## src/rtl/lfsr_pkg.sv

```systemverilog
// Shared definitions for the LFSR generator and its serial collector.
package lfsr_pkg;

    localparam int unsigned LFSR_W = 8;
    localparam int unsigned CNT_W  = $clog2(LFSR_W);

    typedef enum logic {
        IDLE,
        COLLECT
    } coll_state_t;

endpackage

```

## src/rtl/sync_fifo.sv

```systemverilog
// Small synchronous FIFO with a fall-through head: entry 0 is the registered head word.
module sync_fifo #(
    parameter int unsigned W     = 8,
    parameter int unsigned DEPTH = 2
) (
    input  logic         clk,
    input  logic         reset,
    input  logic         clear,
    input  logic         push,
    input  logic         pop,
    input  logic [W-1:0] din,
    output logic [W-1:0] dout,
    output logic         valid,
    output logic         full_c
);

    localparam int unsigned AW = (DEPTH > 1) ? $clog2(DEPTH) : 1;
    localparam int unsigned CW = $clog2(DEPTH + 1);

    logic [W-1:0]  mem   [DEPTH];
    logic [W-1:0]  mem_n [DEPTH];
    logic [CW-1:0] count;
    logic [CW-1:0] count_n;
    logic [CW-1:0] wr_idx;

    assign full_c = (count == CW'(DEPTH));
    assign dout   = mem[0];

    // Pop shifts entries toward the head; push lands just past the post-pop tail.
    always_comb begin
        mem_n   = mem;
        count_n = count;
        wr_idx  = count - CW'(pop);
        if (pop) begin
            for (int i = 0; i < int'(DEPTH) - 1; i++) begin
                mem_n[i] = mem[i+1];
            end
        end
        if (push) begin
            mem_n[AW'(wr_idx)] = din;
        end
        count_n = count + CW'(push) - CW'(pop);
        if (clear) begin
            count_n = '0;
        end
    end

    always_ff @(posedge clk or negedge reset) begin
        if (!reset) begin
            for (int i = 0; i < int'(DEPTH); i++) begin
                mem[i] <= '0;
            end
            count <= '0;
            valid <= 1'b0;
        end else begin
            mem   <= mem_n;
            count <= count_n;
            valid <= (count_n != '0);
        end
    end

endmodule

```

## src/rtl/lfsr_serial_collector.sv

```systemverilog
// Collects the LFSR serial stream LSB first into words and buffers them for a valid/ready consumer.
module lfsr_serial_collector
    import lfsr_pkg::*;
#(
    parameter int unsigned WIDTH      = LFSR_W,
    parameter int unsigned FIFO_DEPTH = 2
) (
    input  logic             clk,
    input  logic             reset,
    input  logic             shift_en,
    input  logic             serial_in,
    input  logic             serial_vld,
    input  logic             clear,
    output logic [WIDTH-1:0] par_data,
    output logic             par_valid,
    input  logic             par_ready,
    output logic             overflow,
    output logic [7:0]       word_cnt
);

    localparam int unsigned BIT_W = $clog2(WIDTH);

    coll_state_t      state;
    coll_state_t      state_n;
    logic [BIT_W-1:0] bit_cnt;
    logic [BIT_W-1:0] bit_cnt_n;
    logic [WIDTH-1:0] shreg;
    logic [WIDTH-1:0] shreg_n;
    logic [WIDTH-1:0] word_c;
    logic             shift_d;
    logic             sample_c;
    logic             push_req_c;
    logic             push_c;
    logic             pop_c;
    logic             full_c;
    logic             ovf_set_c;

    // Next-state, assembly and FIFO handshake; clear overrides everything in its cycle.
    always_comb begin
        state_n    = state;
        bit_cnt_n  = bit_cnt;
        shreg_n    = shreg;
        push_req_c = 1'b0;
        sample_c   = shift_d & serial_vld;
        word_c     = {serial_in, shreg[WIDTH-1:1]};
        pop_c      = par_valid & par_ready & ~clear;

        if (clear) begin
            state_n   = IDLE;
            bit_cnt_n = '0;
        end else if (sample_c) begin
            shreg_n = word_c;
            case (state)
                IDLE: begin
                    state_n   = COLLECT;
                    bit_cnt_n = BIT_W'(1);
                end
                COLLECT: begin
                    if (bit_cnt == BIT_W'(WIDTH - 1)) begin
                        push_req_c = 1'b1;
                        bit_cnt_n  = '0;
                        state_n    = IDLE;
                    end else begin
                        bit_cnt_n = bit_cnt + BIT_W'(1);
                    end
                end
                default: begin
                    state_n   = IDLE;
                    bit_cnt_n = '0;
                end
            endcase
        end

        // Fullness is judged after the same-cycle pop.
        push_c    = push_req_c & (~full_c | pop_c);
        ovf_set_c = push_req_c & ~push_c;
    end

    always_ff @(posedge clk or negedge reset) begin
        if (!reset) begin
            state    <= IDLE;
            bit_cnt  <= '0;
            shreg    <= '0;
            shift_d  <= 1'b0;
            overflow <= 1'b0;
            word_cnt <= '0;
        end else begin
            state   <= state_n;
            bit_cnt <= bit_cnt_n;
            shreg   <= shreg_n;
            shift_d <= shift_en;
            if (clear) begin
                overflow <= 1'b0;
                word_cnt <= '0;
            end else begin
                if (ovf_set_c) begin
                    overflow <= 1'b1;
                end
                if (push_c) begin
                    word_cnt <= word_cnt + 8'd1;
                end
            end
        end
    end

    sync_fifo #(
        .W     (WIDTH),
        .DEPTH (FIFO_DEPTH)
    ) u_fifo (
        .clk    (clk),
        .reset  (reset),
        .clear  (clear),
        .push   (push_c),
        .pop    (pop_c),
        .din    (word_c),
        .dout   (par_data),
        .valid  (par_valid),
        .full_c (full_c)
    );

endmodule
```

## config.mk

```make
export PLATFORM = sky130hd
export DESIGN_NAME = lfsr_serial_collector
export DESIGN_NICKNAME = d
export VERILOG_FILES = /design/src/rtl/lfsr_pkg.sv /design/src/rtl/sync_fifo.sv /design/src/rtl/lfsr_serial_collector.sv
export SDC_FILE = /design/constraint.sdc
export NUM_CORES = 1
export LEC_CHECK = 0
export CORE_UTILIZATION = 47
export DETAILED_ROUTE_END_ITERATION = 8
export PLACE_DENSITY_LB_ADDON = 0.12
export SLEW_MARGIN = 30
export SYNTH_ARGS = -nofsm -noshare
export SYNTH_HDL_FRONTEND = slang
export SYNTH_SLANG_ARGS = --single-unit
```

## constraint.sdc

```tcl
create_clock -name clk -period 6.43 [get_ports clk]
set_input_delay 1.286 -clock clk [delete_from_list [all_inputs] [get_ports clk]]
set_output_delay 1.286 -clock clk [all_outputs]
set_load 0.05 [all_outputs]
```

==> impl_metrics.toml, run 1 <==
[outcome]
outcome = "completed"

[clock_network]
ctsLongestPathBuffers = 2
path_clk_slew_ns = 0.07
htree_levels = 2
cts_root_buf = "clkbuf_8"
clock_latency_ns = 0.28
numCtsBuffers = 5
cts_setup_buffers = 0
cts-resized-gates = 0
ctsHoldBuffers = 0
cts_tree = "built"
cts_sinks = 40

[yosys]
synth_warnings = 0
synth_top_area_frac = 0.531
syn_inst = 182
syn_area_um2 = 1890
synthDistinctLibCells = 31
syn-mean-instance-area_um2 = 10.4
yosysSeqAreaShare = 0.531
synth-main-ff-cell = "dfrtp_1"
syn_nets = 194
netlist_top_cells_area = "dfrtp_1 53%, nand2_1 8.8%, mux2_1 4.8%"
synthArstFlopShare = 1.00
ys_seq_elements = 40
synth_edf_count = 0
yosysTopAreaCell = "dfrtp_1"

[sta]
finalCritPeriodShare = 0.557
clock.fmax_mhz = 279
hold_viol = 0
worst_pin_slew_ns = 0.702
timing.final.crit_period_ns = 3.58
tns_ns = 0
maxSlewViolCount = 0
finClkSkew_ns = 0.00764
hold_slack_ns = 0.489
relSlewSlack = 0.531
final-setup-viol-count = 0
rsz0062_at_grt = "false"
fin_ws_ns = 2.85

[floorplan]
die_height_um = 65.4
design.core.area_um2 = 3740
dieArea_um2 = 4270
row_count = 22
io-pin-count = 25
start_util = 0.504
die_w_um = 65.4

[final_layout]
nets = 211
layout_common_cells = "44 x nand2_1, 40 x dfrtp_1, 23 x clkdlybuf4s50_1"
mostFrequentLayoutCell = "nand2_1"
synthToLayoutAreaGrowth_pct = 14.9
utilization = 0.579
diodes = 0
layout-drive-gt1-share = 0.0653
finalNonFillerCells = 247

[placement]
dp.cells = 240
hpwlAfterDp_um = 2420
io_buffers = 24
gp_congestion = 0.803
post-place-ws_ns = 2.53

[route]
viasPerCell = 5.29
drt-total-wl_um = 3410
route.vias.total = 1307
drt_iter0_drc = 113
routedWlPerCell_um = 13.8
drc = 0
first_pass_iters = 4
ant_nets = 0

[worst_setup_path]
max_stage_delay_ns = 0.51
worstSetupStartpointType = "input port"
critPathRequiredTime_ns = 6.56
crit_cells = 9
r2r_setup_slack_ns = 4.20
reg2reg_from = "u_fifo.valid"
crit_family = "buffers and inverters"
critPathLaunch = "clear"
arrival_ns = 3.72
ff2ff_path_depth = 7
reg2reg_to = "u_fifo.dout[5]"
critPathBufInv = 4
crit_chain = "clkdlybuf4s50_1, buf_4, nand3b_4, clkinv_1, ha_1, inv_1, a2111o_1, nor2_1, a31oi_1"
crit_path_top_delay_cell = "a2111o_1"
path_max_fanout = 19
criticalPathCategory = "input port to register"
critPathCaptureType = "register"

[global_routing]
grt_usage = 0.188
grt_pass1_wl_um = 6160
antenna_found_initial = 0
grt_overflow_total = 0
grt_max_degree = 41
grt_pass1_vias = 1401

[power]
ir_drop_v = 0.000146
cellPowerDensity_nw_per_um2 = 207
leakagePower_nw = 1.02

[job]
cap_violations = 0

[worst_hold_path]
whs_path_depth = 1
hold_class = "register to register"
## Yosys cell counts (3+ instances only)
cell type  count
nand2_1       44
dfrtp_1       40
ha_1           5
inv_1          3
a31oi_1        8
nor2_1        20
nand3_1        4
mux2_1         8
nand4_1        3
buf_2          4
xnor2_1        8
buf_4          9
## area by class of cell
type                            instances  area, um2
Fill cell                             343       1580
Tap cell                               48       60.1
Clock buffer                            6       72.6
Multi-Input combinational cell        123        768
Clock inverter                          1       5.00
Inverter                                4       15.0
Sequential cell                        40       1000
Timing Repair Buffer                   25        245
## per-stage QoR
stage | area (um2) | total power, mW
4_1_cts | 2160 | 0.457
3_5_place_dp | 2090 | 0.304
5_1_grt | 2170 | 0.469
2_1_floorplan | 1890 | 0.288
3_3_place_gp | 2090 | 0.303
6_report | 2170 | 0.449
## routing by layer
| metal | vias up | track usage | wire length [um] |
|---|---|---|---|
| met4 | 0 | 0.0571 | 40 |
| li1 | 637 | - | - |
| met1 | 641 | 0.224 | 1520 |
| met2 | 23 | 0.335 | 1750 |
| met3 | 6 | 0.0417 | 99 |
| met5 | - | 0 | 0 |
## where the power goes
group | switching (mW) | internal [mW]
clock | 0.0767 | 0.0737
sequential | 0.0119 | 0.262
combinational | 0.0148 | 0.00930
## worst max-delay path by stage
| stage | slack, ns | to |
|---|---|---|
| after floorplan | 3.32 | u_fifo.dout[5] |
| after global placement | 2.64 | u_fifo.dout[2] |
| after detailed placement | 2.53 | u_fifo.dout[5] |
| after CTS | 2.84 | u_fifo.dout[5] |
| after global routing | 2.66 | u_fifo.dout[6] |
| final | 2.85 | u_fifo.dout[5] |
## cell families (layout without fill, tap and decap cells)
| logic type | count (synthesis) | count (layout) | share of synthesized area |
|---|---|---|---|
| adder cells (fa/ha/maj) | 5 | 5 | 0.0332 |
| flip-flops | 40 | 40 | 0.531 |
| XOR/XNOR | 9 | 9 | 0.0418 |
| multiplexers | 9 | 9 | 0.0531 |
| AO/OA/AOI/OAI | 21 | 21 | 0.0889 |
| AND/OR/NAND/NOR | 79 | 79 | 0.190 |
| buffers and inverters | 19 | 36 | 0.0623 |
Note: power is estimated with default switching activity, not from simulation.
==> run 2: changes to the inputs <==
Clock period 6.43 ns to 3.3 ns, I/O delays scaled along.
==> impl_metrics.toml, run 2 (synthesis results as in run 1) <==
[worst_setup_path]
path_max_fanout = 18
critPathCaptureType = "register"
worstSetupStartpointType = "input port"
critPathRequiredTime_ns = 3.47
critPathLaunch = "clear"
ff2ff_path_depth = 6
arrival_ns = 2.66
reg2reg_from = "bit_cnt[0]"
criticalPathCategory = "input port to register"

[global_routing]
grt_overflow_total = 0
grt_usage = 0.184
grt_pass1_wl_um = 5840
antenna_found_initial = 0
grt_pass1_vias = 1263
grt_max_degree = 41

[worst_hold_path]
hold_class = "input port to async pin"

[sta]
final-setup-viol-count = 0
clock.fmax_mhz = 401
finClkSkew_ns = 0.00613
hold_viol = 0
timing.final.crit_period_ns = 2.49
hold_slack_ns = 0.331
tns_ns = 0
finalCritPeriodShare = 0.755
relSlewSlack = 0.502
rsz0062_at_grt = "false"
maxSlewViolCount = 0
fin_ws_ns = 0.808
worst_pin_slew_ns = 0.745

[placement]
gp_congestion = 0.774
hpwlAfterDp_um = 2430
io_buffers = 24
post-place-ws_ns = 0.472

[power]
cellPowerDensity_nw_per_um2 = 408
ir_drop_v = 0.000273
leakagePower_nw = 1.02
p_comb_frac = 0.053
switching_power_mw = 0.214
netSwitchingFraction = 0.241
power.share.clock = 0.342
internal_power_mw = 0.673
power_frac_seq = 0.605

[clock_network]
numCtsBuffers = 5
cts_tree = "built"
ctsHoldBuffers = 0
path_clk_slew_ns = 0.07
cts_root_buf = "clkbuf_8"
ctsLongestPathBuffers = 2
cts_sinks = 40
htree_levels = 2
clock_latency_ns = 0.29
cts_setup_buffers = 0
cts-resized-gates = 0

[route]
first_pass_iters = 4
viasPerCell = 5.22
drt-total-wl_um = 3480
route.vias.total = 1295
routedWlPerCell_um = 14.0
ant_nets = 0
drt_iter0_drc = 73
drc = 0

[floorplan]
start_util = 0.504
die_height_um = 65.4
dieArea_um2 = 4270
row_count = 22
die_w_um = 65.4
design.core.area_um2 = 3740
io-pin-count = 25

[final_layout]
synthToLayoutAreaGrowth_pct = 15.3
layout_common_cells = "44 x nand2_1, 40 x dfrtp_1, 23 x clkdlybuf4s50_1"
diodes = 0
fillers = 351
nets = 212
layout-drive-gt1-share = 0.0700
mostFrequentLayoutCell = "nand2_1"

[job]
cap_violations = 0

[outcome]
outcome = "completed"
[run 2: changes by cell type in the layout (fill, tap and decap cells not counted)]
| cell | previous run | this run |
|---|---|---|
| buf_4 | 2 | 3 |
[run 2: stage by stage]
stage                     cells  total power, mW  instance area, um2   util
after floorplan             182            0.562                1890      -
after global placement      241            0.591                2090  0.559
after detailed placement    241            0.595                2090  0.559
after CTS                   248            0.895                2170  0.580
after global routing        248            0.920                2170  0.581
final                       248            0.886                2170  0.581
[run 2: cell type report]
class                      instances  area [um2]  area share
multi-input combinational        123         768       0.353
timing repair buffer              26         253       0.116
clock inverter                     1        5.00     0.00230
inverter                           4        15.0     0.00690
tap                               48        60.1      0.0276
clock buffer                       6        72.6      0.0334
sequential                        40        1000       0.460
[run 2: worst max-delay path, stage by stage]
cell             delay, ns
clkdlybuf4s50_1       0.43
buf_4                 0.21
nand3b_4              0.28
a211oi_4              0.31
and2_1                0.40
mux2_1                0.36
[run 2: per-layer routing]
| layer | wire length [um] | share of wire | GRT usage | vias to the layer above |
|---|---|---|---|---|
| met1 | 1660 | 0.48 | 0.226 | 629 |
| met3 | 118 | 0.034 | 0.0503 | 5 |
| met2 | 1670 | 0.48 | 0.309 | 25 |
| met4 | 39 | 0.011 | 0.0625 | 0 |
| met5 | 0 | 0 | 0 | - |
| li1 | - | - | - | 636 |
[run 2: path summary, 6_finish.rpt]
check	end	slack, ns
max	register	0.81
min	overflow	0.33
max reg2reg	register	1.21
min reg2reg	register	0.49
max in group asynchronous	shreg[5]	2.61
min in group clk	register	0.49
[run 2: power groups by stage]
stage          sequential [mW]  clock (mW)  combinational (mW)
3_3_place_gp             0.545           0              0.0467
3_5_place_dp             0.546           0              0.0484
2_1_floorplan            0.536           0              0.0262
5_1_grt                  0.540       0.326              0.0541
4_1_cts                  0.537       0.310              0.0484
6_report                 0.536       0.303              0.0472
==> run 3: changes to the inputs <==
Clock period 3.3 ns to 2 ns, I/O delays scaled along.
==> impl_metrics.toml, run 3 (synthesis results as in run 1) <==
[global_routing]
grt_pass1_vias = 1429
grt_overflow_total = 0
grt_usage = 0.197
antenna_found_initial = 0
grt_pass1_wl_um = 6380
grt_max_degree = 33

[clock_network]
ctsLongestPathBuffers = 2
htree_levels = 2
path_clk_slew_ns = 0.08
ctsHoldBuffers = 0
cts_root_buf = "clkbuf_8"
numCtsBuffers = 5
cts_sinks = 40
cts_tree = "built"
clock_latency_ns = 0.28

[sta]
maxSlewViolCount = 0
rsz0062_at_grt = "false"
finClkSkew_ns = 0.00524
clock.fmax_mhz = 519
finalCritPeriodShare = 0.964
relSlewSlack = 0.529
hold_slack_ns = 0.157
timing.final.crit_period_ns = 1.93
worst_pin_slew_ns = 0.706
tns_ns = 0
hold_viol = 0
final-setup-viol-count = 0
fin_ws_ns = 0.0715

[route]
route.vias.total = 1388
drt_iter0_drc = 75
first_pass_iters = 4
drt-total-wl_um = 3710
drc = 0
routedWlPerCell_um = 13.8
viasPerCell = 5.18
ant_nets = 0

[floorplan]
die_w_um = 65.4
io-pin-count = 25
start_util = 0.504
row_count = 22
die_height_um = 65.4
design.core.area_um2 = 3740
dieArea_um2 = 4270

[worst_setup_path]
max_stage_delay_ns = 0.83
critPathRequiredTime_ns = 1.60
criticalPathCategory = "register to primary output"
path_max_fanout = 5
critPathCaptureType = "primary output"
crit_family = "buffers and inverters"
arrival_ns = 1.53
critPathBufInv = 1
crit_path_top_delay_cell = "clkdlybuf4s50_1"
worstSetupStartpointType = "register"
crit_chain = "clkdlybuf4s50_1"

[placement]
postPlaceCellArea_um2 = 2240
gp_congestion = 0.760
hpwlAfterDp_um = 2650
io_buffers = 24
post-place-ws_ns = -0.354

[final_layout]
mostFrequentLayoutCell = "nand2_1"
layout_common_cells = "43 x nand2_1, 39 x dfrtp_1, 21 x buf_4"
design_area_um2 = 2390
synthToLayoutAreaGrowth_pct = 26.8
layout-drive-gt1-share = 0.191
nets = 231
diodes = 0
fillers = 337

[power]
leakagePower_nw = 1.15
cellPowerDensity_nw_per_um2 = 671
p_total_mw = 1.60
ir_drop_v = 0.000424

[worst_hold_path]
hold_class = "input port to async pin"

[outcome]
outcome = "completed"

[job]
cap_violations = 0
[run 3: path summary, 6_finish.rpt]
kind                              from      endpoint  slack [ns]  depth (start not counted)
setup reg to reg            bit_cnt[0]  u_fifo.valid        0.10                          7
setup / recovery           word_cnt[2]   word_cnt[2]        0.07                          1
max in group asynchronous        reset   word_cnt[1]        1.24                          2
hold reg to reg               register      register        0.50                          1
min in group clk              register      register        0.50                          1
hold / removal                   reset     async pin        0.16                          1
[run 3: routing by layer]
| metal | GRT usage | share of wire | up-vias |
|---|---|---|---|
| met3 | 0.0556 | 0.040 | 2 |
| li1 | - | - | 678 |
| met5 | 0 | 0 | - |
| met1 | 0.235 | 0.42 | 678 |
| met2 | 0.353 | 0.53 | 30 |
| met4 | 0.0326 | 0.0022 | 0 |
[run 3: final cells by class]
| class | instances | area, um2 | share of cell area |
|---|---|---|---|
| clock inverter | 2 | 35.0 | 0.0146 |
| clock buffer | 6 | 72.6 | 0.0303 |
| timing repair buffer | 45 | 409 | 0.171 |
| multi-input combinational | 123 | 786 | 0.328 |
| inverter | 4 | 27.5 | 0.0115 |
| tap | 48 | 60.1 | 0.0251 |
| sequential | 40 | 1000 | 0.419 |
[run 3: power breakdown]
part | leakage, nW | switching [mW] | internal [mW] | total [mW]
sequential | 0.548 | 0.0342 | 0.843 | 0.877
combinational | 0.550 | 0.0505 | 0.0343 | 0.0848
clock | 0.0552 | 0.272 | 0.370 | 0.643
[run 3: metrics by stage]
stage | std cells | utilization
3_3_place_gp | 256 | 0.599
3_5_place_dp | 256 | 0.599
6_report | 268 | 0.639
2_1_floorplan | 182 | -
4_1_cts | 266 | 0.632
5_1_grt | 268 | 0.639
[run 3: repair_timing]
item,4_1_cts,5_1_grt
buffers inserted,2,2
resized for setup,1,4
pin swaps,0,2
endpoints found under the hold margin,0,0
setup endpoints to repair,9,14
[run 3: worst reg2reg max path, delay by kind of cell (launching register included)]
family	cells	cell delay, ns
adders and majority gates	3	0.62
and+or+nand+nor	3	0.53
DFF	1	0.38
AOI/OAI and AO/OA	1	0.26
